===== config.mk =====
export PLATFORM = sky130hd
export DESIGN_NAME = hazard_stall_unit
export DESIGN_NICKNAME = d
export VERILOG_FILES = /design/src/rtl/hazard_stall_unit.sv
export SDC_FILE = /design/constraint.sdc
export NUM_CORES = 1
export LEC_CHECK = 0
export ABC_AREA = 0
export CAP_MARGIN = 40
export CORE_AREA = 5 5 76 78
export CTS_BUF_LIST = sky130_fd_sc_hd__clkbuf_8
export DETAILED_ROUTE_END_ITERATION = 8
export DIE_AREA = 0 0 81 83
export PLACE_DENSITY = 0.8
export SLEW_MARGIN = 20
export SYNTH_ARGS = -nofsm -noshare
export SYNTH_HDL_FRONTEND = slang
export SYNTH_SLANG_ARGS = --single-unit

===== constraint.sdc =====
create_clock -name clk -period 6.2 [get_ports clk]
set_clock_uncertainty 0.15 [all_clocks]
set_input_delay 1.24 -clock clk [delete_from_list [all_inputs] [get_ports clk]]
set_output_delay 1.24 -clock clk [all_outputs]
set_load 0.01 [all_outputs]

===== src/rtl/hazard_stall_unit.sv =====
// Load-use, dmem-wait and redirect hazard control for the 5-stage RV32I pipe.
// Ports: ID/EX hazard inputs, MEM req/ready in; stall/bubble/flush, timeout, stall count out.
module hazard_stall_unit #(
  parameter int MAX_WAIT = 255,
  parameter int WAIT_W   = 8,
  parameter int CNT_W    = 32
) (
  input  logic             clk,
  input  logic             rst,
  input  logic [4:0]       ID_rs1,
  input  logic [4:0]       ID_rs2,
  input  logic [2:0]       ID_ValidReg,
  input  logic [4:0]       EX_rd,
  input  logic [2:0]       EX_ValidReg,
  input  logic             EX_MemRead,
  input  logic             EX_redirect,
  input  logic             MEM_mem_req,
  input  logic             MEM_mem_ready,
  output logic             IF_stall,
  output logic             ID_stall,
  output logic             EX_bubble,
  output logic             EX_stall,
  output logic             WB_bubble,
  output logic             ID_flush,
  output logic             EX_flush,
  output logic             mem_timeout,
  output logic [CNT_W-1:0] stall_cycles
);

  typedef enum logic {RUN, MEM_WAIT} state_e;

  localparam logic [WAIT_W-1:0] MAXW = WAIT_W'(MAX_WAIT);
  localparam logic [WAIT_W-1:0] ONE  = WAIT_W'(1);

  state_e            state_q, state_d;
  logic [WAIT_W-1:0] wait_q, wait_d;
  logic              pend_q, pend_d;
  logic              to_q, to_d;
  logic [CNT_W-1:0]  cnt_q;

  logic lu;
  logic mw;

  assign lu = EX_MemRead & EX_ValidReg[0] & (EX_rd != 5'd0) &
              ((ID_ValidReg[1] & (ID_rs1 == EX_rd)) |
               (ID_ValidReg[2] & (ID_rs2 == EX_rd)));
  assign mw = MEM_mem_req & ~MEM_mem_ready;

  always_comb begin
    state_d   = state_q;
    wait_d    = wait_q;
    pend_d    = pend_q;
    to_d      = to_q;
    IF_stall  = 1'b0;
    ID_stall  = 1'b0;
    EX_bubble = 1'b0;
    EX_stall  = 1'b0;
    WB_bubble = 1'b0;
    ID_flush  = 1'b0;
    EX_flush  = 1'b0;
    unique case (state_q)
      RUN: begin
        if (mw) begin
          IF_stall  = 1'b1;
          ID_stall  = 1'b1;
          EX_stall  = 1'b1;
          WB_bubble = 1'b1;
          state_d   = MEM_WAIT;
          wait_d    = ONE;
          if (ONE == MAXW) to_d = 1'b1;
          // redirect is parked until the access completes
          if (EX_redirect) pend_d = 1'b1;
        end else if (EX_redirect) begin
          ID_flush = 1'b1;
          EX_flush = 1'b1;
        end else if (lu) begin
          IF_stall  = 1'b1;
          ID_stall  = 1'b1;
          EX_bubble = 1'b1;
        end
      end
      MEM_WAIT: begin
        if (!MEM_mem_ready) begin
          IF_stall  = 1'b1;
          ID_stall  = 1'b1;
          EX_stall  = 1'b1;
          WB_bubble = 1'b1;
          if (wait_q != MAXW) wait_d = wait_q + ONE;
          if (wait_d == MAXW) to_d = 1'b1;
          if (EX_redirect) pend_d = 1'b1;
        end else begin
          state_d = RUN;
          wait_d  = '0;
          pend_d  = 1'b0;
          if (pend_q | EX_redirect) begin
            ID_flush = 1'b1;
            EX_flush = 1'b1;
          end else if (lu) begin
            IF_stall  = 1'b1;
            ID_stall  = 1'b1;
            EX_bubble = 1'b1;
          end
        end
      end
      default: state_d = RUN;
    endcase
  end

  always_ff @(posedge clk or posedge rst) begin
    if (rst) begin
      state_q <= RUN;
      wait_q  <= '0;
      pend_q  <= 1'b0;
      to_q    <= 1'b0;
      cnt_q   <= '0;
    end else begin
      state_q <= state_d;
      wait_q  <= wait_d;
      pend_q  <= pend_d;
      to_q    <= to_d;
      cnt_q   <= cnt_q + CNT_W'(IF_stall);
    end
  end

  assign mem_timeout  = to_q;
  assign stall_cycles = cnt_q;

endmodule


# Yosys cells after proc, flatten, opt, wreduce, memory -nomap -nowiden
# Index checks and enable logic that the tools add are counted.
[totals] inputBits=27 regBits=43 out_inout_bits=40
[op_classes] bitwise=10 reduce_logical=2 eq_ne=5 n_addsub=2 n_mux=27
[ops] op="8-bit 2-to-1 mux" count=5
[ops] op="32-bit by 1-bit adder with 32-bit output" count=1
[ops] op="1-bit 2-to-1 mux" count=16
[ops] op="8-bit one-hot mux with 2 select lines" count=1
[ops] op="5-bit equality test" count=2
[ops] op="1-bit one-hot mux with 2 select lines" count=5
[ops] op="8-bit by 1-bit adder with 8-bit output (second input constant)" count=1
[ops] op="8-bit equality test (second input constant)" count=1
[ops] op="8-bit != test (second input constant)" count=1
[ops] op="1-bit bitwise AND" count=6
[ops] op="5-bit nonzero test" count=1
[ops] op="3-bit AND reduction" count=1
[ops] op="2-bit != test (second input constant)" count=1
[ops] op="1-bit NOT" count=2
[ops] op="1-bit bitwise OR" count=2

# Logic depth before layout (Yosys ltp)
[depth] depth_word=9 mapped_depth=13 depth_no_buf=12

# Least setup slack after synthesis
# OpenSTA, ideal clock, no wires.
[synth_timing] path_kind="in2reg" start="input MEM_mem_ready" end="register cnt_q[22], in the netlist stall_cycles[22]" required_ns=5.975 t_arrival_ns=3.554 setup_time_ns=0.075 path_stages=12 path_slack_ns=2.421 path_cell_list="clkbuf_1 -> nor2_1 -> inv_1 -> a32oi_1 -> ha_1 -> ha_1 -> inv_1 -> nor4_4 -> and2_1 -> buf_6 -> and3_4 -> xor2_2"
[synth_via] elab_chain_cells=5
[synth_rtl] element="start: declaration" line="18" text="input logic MEM_mem_ready,"
[synth_rtl] element="1-bit NOT (no line)"
[synth_rtl] element="1-bit bitwise AND" line="47" text="assign mw = MEM_mem_req & ~MEM_mem_ready;"
[synth_rtl] element="1-bit 2-to-1 mux"
[synth_rtl] element="1-bit one-hot mux with 2 select lines *"
[synth_rtl] element="via ID_stall" line="20" text="output logic ID_stall,"
[synth_rtl] element="32-bit by 1-bit adder with 32-bit output *" line="121" text="cnt_q <= cnt_q + CNT_W'(IF_stall);"
[synth_rtl] element="end signal: assignment" line="121"
[synth_rtl] element="end: declaration" line="39" text="logic [CNT_W-1:0] cnt_q;"
# The timed path passes the listed nets; every way through them passes the cells marked *.
# A chain may end at the register's enable or synchronous reset.

# Worst setup path after layout
[layout_timing] start="input EX_rd[1]" end="output IF_stall"
[layout_via] elab_chain_cells=8
[layout_rtl] element="start: declaration" line="13" text="input logic [4:0] EX_rd,"
[layout_rtl] element="5-bit equality test, on equally long branches" line="45, 46"
[layout_rtl] element="1-bit bitwise AND, on equally long branches" line="45, 46"
[layout_rtl] element="1-bit bitwise OR" line="45" text="((ID_ValidReg[1] & (ID_rs1 == EX_rd)) |"
[layout_rtl] element="1-bit bitwise AND *" line="44" text="assign lu = EX_MemRead & EX_ValidReg[0] & (EX_rd != 5'd0) &"
[layout_rtl] element="1-bit 2-to-1 mux *" line="76, 98"
[layout_rtl] element="1-bit 2-to-1 mux, on equally long branches" line="95, 73"
[layout_rtl] element="1-bit 2-to-1 mux, on equally long branches" line="83, 63"
[layout_rtl] element="1-bit one-hot mux with 2 select lines *" line="61" text="unique case (state_q)"
[layout_rtl] element="end: declaration" line="19" text="output logic IF_stall,"
# Every way passes the cells marked *; elsewhere a longest branch is shown, timed or not.

==> results_dict.tcl <==
set metrics [dict create \
    status "completed" \
    fin_nets 326 \
    cp.arrival_ps 3240 \
    start_util 0.474 \
    dr.first_iter.drc_count 46 \
    powerDensity_mw_per_mm2 218 \
    p_leak_nw 1.37 \
    n_antenna_cell 0 \
    synthDistinctLibCells 42 \
    period_share 0.747 \
    cts_tree "done" \
    p_switching_mw 0.191 \
    syn_to_final_growth_pct 33.1 \
    syn_area_mm2 0.00238 \
    maxSlewViolCount 0 \
    drc 0 \
    critical_path.most_common_cell "clkdlybuf4s50_1" \
    yosysTopAreaCell "dfrtp_1" \
    cts_setup_buffers 0 \
    finalWirelength_um 5060 \
    floorplan.rows 26 \
    grt_pass1_vias 1935 \
    antenna_found_initial 0 \
    core_mm2 0.00501 \
    crit_fanout 3 \
    hold_viol_final 0 \
    htreeDepth 2 \
    sw_frac_of_total 0.277 \
    setup-violations-final 0 \
    hold_path.class "reg -> reg" \
    synth-edff-count 0 \
    syn-num-nets 264 \
    cts_resized 0 \
    synth_seq_area_share 0.453 \
    ys.flop_type "dfrtp_1" \
    clk_pin_slew_worst_paths_ps 80 \
    clock_latency_ps 300 \
    rsz0062_at_grt "no" \
    gp_congestion 0.821 \
    fin_crit_ps 4630 \
    die_w_um 81 \
    startpoint_type "primary input" \
    cts_sinks 43 \
    vias 1940 \
    stdcell_count 367 \
    peakVddDrop_v 0.000145 \
    comb_power_share 0.185 \
    syn_area_per_cell_um2 10.2 \
    grt_max_degree 44 \
    tns_ps 0 \
    clkPwrFrac 0.324 \
    hpwl_um 3890 \
    endpoint_kind "primary output" \
    die-area_mm2 0.00672 \
    synthTopCellsByArea "dfrtp_1 45%, xnor2_1 11%, nand2_1 3.6%" \
    critPathRequiredTime_ps 4810 \
    grt_first_pass_wirelength_um 8710 \
    dr.pass1.iters 4 \
    yosys_warnings 0 \
    p_int_mw 0.498 \
    drv_cap 0 \
    die_height_um 83 \
    place_area_mm2 0.00305 \
    critPathKind "in -> out" \
    cpPeakStageDelay_ps 610 \
    tightest_slew_ps 523 \
    via_per_inst 5.29 \
    cts_made_buffers 5 \
    placed_cells_incl_taps 359 \
    critical-path-slowest-cell "clkdlybuf4s50_1" \
    netlist_instances 234 \
    synth_top_area_share 0.453 \
    n_fill_cell 444 \
    grt.total_usage 0.161 \
    cts-root-buf "clkbuf_8" \
    grt_overflow 0 \
    worst-path-buf-inv 2 \
    ys_seq_elements 43 \
    ios 67 \
    wl_per_cell_um 13.8 \
    relSlewSlack 0.651 \
    clockBufferDepth 2 \
    power_frac_seq 0.491 \
    fin_area_mm2 0.00316 \
    crit_chain "clkdlybuf4s50_1 -> xnor2_1 -> nand4_1 -> o22ai_1 -> o211ai_1 -> a32oi_1 -> clkdlybuf4s50_1" \
    ys_async_sr_fraction 1.00 \
    fmax_mhz 216 \
    io_buffers 63 \
    drive_above_1_share 0.0741 \
    drtAntennaViolNets 0 \
    cts.hold.buffers_added 0 \
    total_power_mw 0.689 \
    cp_top_family "buffers and inverters" \
]
==> per-layer routing <==
layer,share of wire,GRT usage,vias up
met5,0,0,-
met4,0.027,0.0753,0
met3,0.076,0.0379,13
met2,0.50,0.266,80
met1,0.40,0.193,906
li1,-,-,941
==> flip-flops by register name, indices dropped and copies added, names as in the netlist <==
signal,count
mem_timeout,1
state_q,1
pend_q,1
wait_q,8
stall_cycles,32
==> power groups by stage <==
stage	clock [mW]	combinational, mW	sequential, mW
after floorplan	0	0.0533	0.345
after global placement	0	0.126	0.343
after detailed placement	0	0.129	0.343
after CTS	0.230	0.129	0.339
after global routing	0.243	0.141	0.343
final	0.223	0.127	0.338
==> Yosys cell counts, types with 2 or more instances <==
library cell  count
dfrtp_1          43
xnor2_1          30
nand2_1          23
nor2_1           15
nand3_1          14
a21oi_1          10
xor2_1            9
and3_1            8
inv_1             8
nand4_1           7
and4_1            5
o21ai_0           5
nand2b_1          4
a211oi_1          3
a31o_2            3
and2_1            3
buf_4             3
clkbuf_1          3
ha_1              3
nor2b_1           3
a21o_1            2
a22oi_1           2
and3_4            2
buf_2             2
mux2i_1           2
nand4_4           2
nor4_4            2
o22ai_1           2
o31ai_1           2
xor2_2            2
==> worst paths after layout <==
path                             start               end  slack, ps  cells after the start
max                           EX_rd[1]          IF_stall       1570                      7
min                        mem_timeout       mem_timeout        320                      2
max reg2reg                    state_q  stall_cycles[24]       2980                     11
min reg2reg                mem_timeout       mem_timeout        320                      2
max in group asynchronous          rst         wait_q[5]       4320                      3
min in group asynchronous          rst   stall_cycles[5]       1220                      3
==> worst min-delay path, stage by stage, from the launching register on <==
cell and delay [ps]:
dfrtp_1 350, inv_1 40, o31ai_1 50
==> cells by family after synthesis <==
family / share of synthesized area
buffers and inverters: 0.0358
multiplexers: 0.00843
XOR/XNOR: 0.157
AO/OA/AOI/OAI: 0.0911
AND/OR/NAND/NOR: 0.239
adder cells (fa/ha/maj): 0.0158
flip-flops: 0.453
==> cell usage in the layout, fill, tap and decap left out, types with 2 or more instances in the layout <==
cell,netlist,final
a211oi_1,3,3
a21o_1,2,2
a21oi_1,10,10
a22oi_1,2,2
a31o_2,3,3
and2_1,3,3
and3_1,8,8
and3_4,2,2
and4_1,5,5
clkbuf_8,0,5
clkdlybuf4s50_1,0,63
dfrtp_1,43,43
ha_1,3,3
inv_1,8,8
mux2i_1,2,2
nand2_1,23,23
nand2b_1,4,4
nand3_1,14,14
nand4_1,7,7
nand4_4,2,2
nor2_1,15,15
nor2b_1,3,3
nor4_4,2,2
o21ai_0,5,5
o22ai_1,2,2
o31ai_1,2,2
xnor2_1,30,30
xor2_1,9,9
xor2_2,2,2
==> cell type report <==
cell class                 instances  area [um^2]  share of cell area
multi-input combinational        174         1210               0.384
sequential                        43         1080               0.340
timing repair buffer              64          638               0.202
tap                               70         87.6              0.0277
clock buffer                       5         68.8              0.0218
clock inverter                     3         47.5              0.0150
inverter                           8         30.0             0.00949
==> metrics by stage <==
stage,worst slack (ps),utilization,hold slack [ps]
2_1_floorplan,2420,-,328
3_3_place_gp,1560,0.608,310
3_5_place_dp,1560,0.608,315
4_1_cts,1550,0.631,335
5_1_grt,1390,0.631,354
6_report,1570,0.631,323
No activity file was read; power rests on OpenSTA's default activity.
==> RTL edit 1 (config.mk and constraints unchanged) <==
Set the parameter `CNT_W` to 28 (it was 32).
--- a/src/rtl/hazard_stall_unit.sv
+++ b/src/rtl/hazard_stall_unit.sv
@@ -3,7 +3,7 @@
 module hazard_stall_unit #(
   parameter int MAX_WAIT = 255,
   parameter int WAIT_W   = 8,
-  parameter int CNT_W    = 32
+  parameter int CNT_W    = 28
 ) (
   input  logic             clk,
   input  logic             rst,
Ports: changed (resized stall_cycles); port bits go from 67 to 63. The function was not compared with the original's and may differ.
==> RTL edit 1 against the original RTL <==
- clock power down 8%
- count of clock-buffer cells in the layout stayed put
- worst setup slack got worse by 68 ps
- total power decreased by 7.7%
- final area fell by 11%
- sequential cell count down 4
- synthesized cell count fell by 11%
- synthesized area is 14% lower
- die area did not move
- sequential power shrank 9.8%
- utilization is 7.1 points lower
- wire length down 16%
- sequential share of layout area increased by 0.72 points
==> RTL edit 1: results (changes against the original RTL) <==
Global route
The met1 routing resource usage after global routing was 17.67% (was 19.34%). The via count of the first global-routing pass is 1724 (was 1935). The first-pass GRT wire length was 7.569 mm (was 8.707 mm). The combined global-route utilization of all metal layers came to 13.77% (was 16.07%). The global routing met3 resource utilization is 4.762% (was 3.788%).

Routing
The number of design-rule violations left by the first detailed-router iteration is 92 (was 46). The number of vias per cell is 5.003 (was 5.286).

Synth
The mean area per synthesized cell came to 9.847 um2 (was 10.15 um2). Top cells by count, synth: 39 x sky130_fd_sc_hd__dfrtp_1, 23 x sky130_fd_sc_hd__xnor2_1, 21 x sky130_fd_sc_hd__nor2_1, 16 x sky130_fd_sc_hd__nand2_1 (was 43 x sky130_fd_sc_hd__dfrtp_1, 30 x sky130_fd_sc_hd__xnor2_1, 23 x sky130_fd_sc_hd__nand2_1, 15 x sky130_fd_sc_hd__nor2_1, 14 x sky130_fd_sc_hd__nand3_1). Largest cells by area after synthesis: sky130_fd_sc_hd__dfrtp_1 48%, sky130_fd_sc_hd__xnor2_1 9.8%, sky130_fd_sc_hd__xor2_1 6.4%, sky130_fd_sc_hd__nor2_1 3.8%, sky130_fd_sc_hd__nand3_1 3.7% (was sky130_fd_sc_hd__dfrtp_1 45%, sky130_fd_sc_hd__xnor2_1 11%, sky130_fd_sc_hd__nand2_1 3.6%, sky130_fd_sc_hd__xor2_1 3.3%, sky130_fd_sc_hd__nand3_1 2.9%). The number of distinct library cells after synthesis is 39 (was 42). The net count after synthesis was 238 (was 264).

Placed design
The number of buffer cells added on primary ports came to 59 (was 63). The global placement routability congestion is 0.8980 (was 0.8207). The half-perimeter wire length after detailed placement is 3.284 mm (was 3.887 mm). The area of placed instances is 2696 um2 (was 3047 um2). The post-placement worst setup slack came to 1493 ps (was 1559 ps).

Finish
The final net count was 298 (was 326). The share of cells above drive strength 1 is 5.948% (was 7.407%). The number of standard cells in the final layout excluding fillers came to 339 (was 367). The total of fill cells in the finished design came to 466 (was 444).

Worst setup path
The data arrival time of the worst path was 3310 ps (was 3240 ps). The worst-case reg-to-reg path depth is 10 (was 11).

CTS
The clock insertion delay at the later pin of the skew report is 280 ps (was 300 ps).

Timing
The slew at the pin closest to its max-slew limit was 646.3 ps (was 523.4 ps).

Hold path
The depth of the worst hold-timing path is 1 (was 2).

Status
Status: completed (unchanged).

Pwr
The worst vdd rail ir drop is 237.9 uV (was 145.5 uV). The static leakage came to 0.001194 uW (was 0.001372 uW).
==> RTL edit 1: cell type report <==
type,count,share of cell area (%)
Clock inverter,3,1.559
Inverter,6,0.8018
Tap cell,70,3.118
Timing Repair Buffer,60,21.29
Sequential cell,39,34.74
Multi-Input combinational cell,156,36.04
Clock buffer,5,2.450
==> RTL edit 1: worst max-delay path: cells and delay by family <==
kind            cells  cell delay (ps)
xor+xnor            1              220
buf+inv             2             1090
simple gates        1              110
compound gates      3              650
==> RTL edit 1: worst paths after layout <==
path | from | endpoint | slack (ps)
max | EX_rd[4] | IF_stall | 1500
min | stall_cycles[27]$_DFF_PP0_ | stall_cycles[27]$_DFF_PP0_ | 320
min in group asynchronous | rst | stall_cycles[1]$_DFF_PP0_ | 1230
max reg2reg | state_q$_DFF_PP0_ | stall_cycles[24]$_DFF_PP0_ | 2860
max in group asynchronous | rst | stall_cycles[25]$_DFF_PP0_ | 4350
min reg2reg | stall_cycles[27]$_DFF_PP0_ | stall_cycles[27]$_DFF_PP0_ | 320
==> RTL edit 1: metal layers <==
| layer | vias up | wire length [um] |
|---|---|---|
| met4 | 0 | 49 |
| met2 | 62 | 2006 |
| li1 | 848 | - |
| met3 | 4 | 351 |
| met1 | 782 | 1848 |
| met5 | - | 0 |
==> RTL edit 1: power breakdown <==
| part | switching (uW) | total (uW) | internal (uW) |
|---|---|---|---|
| Combinational | 52.1 | 126 | 74.3 |
| Sequential | 28.4 | 305 | 276 |
| Clock | 84.9 | 205 | 120 |
==> RTL edit 1: kinds of logic after synthesis <==
family	Yosys count	synth area share, %
fa+ha+maj	3	1.833
compound gates	30	8.981
mux	1	0.4887
buf+inv	13	2.932
flops	39	47.65
simple gates	84	21.87
xor+xnor	38	16.25
==> RTL edit 2 (same flow settings) <==
Made on the original files. Reset style: synchronous (`rst`), changed in one clocked block.
--- a/src/rtl/hazard_stall_unit.sv
+++ b/src/rtl/hazard_stall_unit.sv
@@ -106,7 +106,7 @@
     endcase
   end
 
-  always_ff @(posedge clk or posedge rst) begin
+  always_ff @(posedge clk) begin
     if (rst) begin
       state_q <= RUN;
       wait_q  <= '0;
Behaviour: differs if rst is asserted again (counterexample within 4 cycles, from zero or initial values and one cycle with rst high); with rst held inactive, the same outputs for 10 cycles.
==> RTL edit 2 against the original RTL <==
- register-to-register slack better by 340 ps
- maximum frequency down 1.8%
- worst setup slack worse by 86 ps
- synthesized area down 6.2%
- sequential share of layout area down 5.2 points
- final area down 5.7%
- wire length down 0.95%
- sequential cell count unchanged
- synthesized cell count up 15%
- largest cell class unchanged
Power is not compared: it rests on default switching activity, and its combinational part moved more than twofold at a synthesized area within 25%.
==> RTL edit 2: results (changes against the original RTL) <==
Placed design
The global placement routability congestion came to 0.8633 (was 0.8207). The half-perimeter wire length after detailed placement came to 3.808 mm (was 3.887 mm).

Routing
The wire length the detailed router placed on met1 is 2.137 mm (was 2.021 mm). The amount of wire on met2 after detailed routing came to 2.407 mm (was 2.512 mm). The via count of the routed design is 2078 (was 1940). The post-detailed-route wirelength per cell is 12.61 um (was 13.78 um). The number of vias per cell is 5.234 (was 5.286).

Worst setup path
The capture point of the worst reg-to-reg path was stall_cycles[18]$_SDFF_PP0_ (was stall_cycles[24]$_DFF_PP0_). The worst-case reg-to-reg path depth came to 9 (was 11). The slack of the worst reg-to-reg path came to 3320 ps (was 2980 ps). The data arrival time of the worst path was 3330 ps (was 3240 ps). The launch point of the worst reg-to-reg path is state_q$_SDFF_PP0_ (was state_q$_DFF_PP0_).

Synth
The fraction of the yosys area taken by sequential cells came to 38.61% (was 45.29%). The xor/xnor share of the synthesized area is 14.93% (was 15.75%). The net count after synthesis is 298 (was 264).

Largest cells by area after synthesis: sky130_fd_sc_hd__dfxtp_1 39%, sky130_fd_sc_hd__xor2_1 9.4%, sky130_fd_sc_hd__nor2_1 6.7%, sky130_fd_sc_hd__xnor2_1 5.5%, sky130_fd_sc_hd__nand3_1 4.5% (was sky130_fd_sc_hd__dfrtp_1 45%, sky130_fd_sc_hd__xnor2_1 11%, sky130_fd_sc_hd__nand2_1 3.6%, sky130_fd_sc_hd__xor2_1 3.3%, sky130_fd_sc_hd__nand3_1 2.9%). The fraction of registers with async set/reset is 0% (was 100.0%). The mean area per synthesized cell was 8.320 um2 (was 10.15 um2). The share of the synthesized area in compound gates (AO/OA/AOI/OAI) came to 9.877% (was 9.110%).

The post-synthesis adder-cell area fraction is 1.684% (was 1.580%). Top cells by count, synth: 43 x sky130_fd_sc_hd__dfxtp_1, 40 x sky130_fd_sc_hd__nor2_1, 24 x sky130_fd_sc_hd__xor2_1, 20 x sky130_fd_sc_hd__nand3_1, 17 x sky130_fd_sc_hd__nand2_1 (was 43 x sky130_fd_sc_hd__dfrtp_1, 30 x sky130_fd_sc_hd__xnor2_1, 23 x sky130_fd_sc_hd__nand2_1, 15 x sky130_fd_sc_hd__nor2_1, 14 x sky130_fd_sc_hd__nand3_1). The top flip-flop cell by instance count after synthesis is sky130_fd_sc_hd__dfxtp_1 (was sky130_fd_sc_hd__dfrtp_1).

Status
Status: completed (unchanged).

Global route
The first-pass GRT wire length is 8.445 mm (was 8.707 mm). The combined global-route utilization of all metal layers came to 15.29% (was 16.07%). The met1 routing resource usage after global routing is 17.62% (was 19.34%). The maximum number of pins on one net before global-route repair is 43 (was 44).

Timing
The worst hold slack is 374.1 ps (was 322.8 ps).

Hold path
The origin of the worst min-delay path is stall_cycles[31]$_SDFF_PP0_ (was mem_timeout$_DFFE_PP0P_). The hold path endpoint is stall_cycles[31]$_SDFF_PP0_ (was mem_timeout$_DFFE_PP0P_).

Finish
The final net count was 357 (was 326). The share of cells above drive strength 1 is 4.587% (was 7.407%).
RTL edit 2: changes by cell type after synthesis, sizes merged, moves of 4 or more:
cell / unedited run / this run
o21ai: 5 / 10
xnor2: 30 / 14
a21oi: 10 / 14
nand2b: 4 / 0
nand2: 23 / 17
dfrtp: 43 / 0
nand4: 9 / 15
nor2: 15 / 40
nand3: 14 / 20
clkbuf: 3 / 7
dfxtp: 0 / 43
xor2: 11 / 24
nor3: 1 / 7
RTL edit 2: area by class of cell:
type / instances / area share, %
well taps: 70 / 2.935
repair buffers: 65 / 21.64
clock inverters: 1 / 0.1677
flip-flops and latches: 43 / 28.85
inverters: 7 / 0.8805
clock buffers: 6 / 2.767
multi-input cells: 205 / 42.77
RTL edit 2: worst max path at each step:
| stage | startpoint | end | slack [ps] | cells after the start |
|---|---|---|---|---|
| finish | EX_rd[0] | ID_stall | 1480 | 7 |
| global route | EX_rd[0] | IF_stall | 1250 | 7 |
| CTS | EX_rd[0] | ID_stall | 1450 | 7 |
| detailed placement | EX_rd[0] | ID_stall | 1470 | 7 |
| global placement | EX_rd[0] | stall_cycles[31]$_SDFF_PP0_ | 1390 | 12 |
| floorplan | EX_rd[0] | stall_cycles[26]$_SDFF_PP0_ | 2410 | 12 |
RTL edit 2: tightest hold or removal path, delay by kind of cell, from the launching register on:
family / cells / cell delay [ps]
xor gates and xnor gates: 1 / 70
DFF: 1 / 350
and+or+nand+nor: 1 / 70
RTL edit 2: metrics by stage:
| step | area [um2] | setup slack [ps] | util [%] |
|---|---|---|---|
| final | 2984 | 1480 | 59.57 |
| after floorplan | 2230 | 2415 | - |
| after global placement | 2889 | 1389 | 57.67 |
| after detailed placement | 2897 | 1468 | 57.82 |
| after global routing | 2984 | 1253 | 59.57 |
| after CTS | 2984 | 1451 | 59.57 |
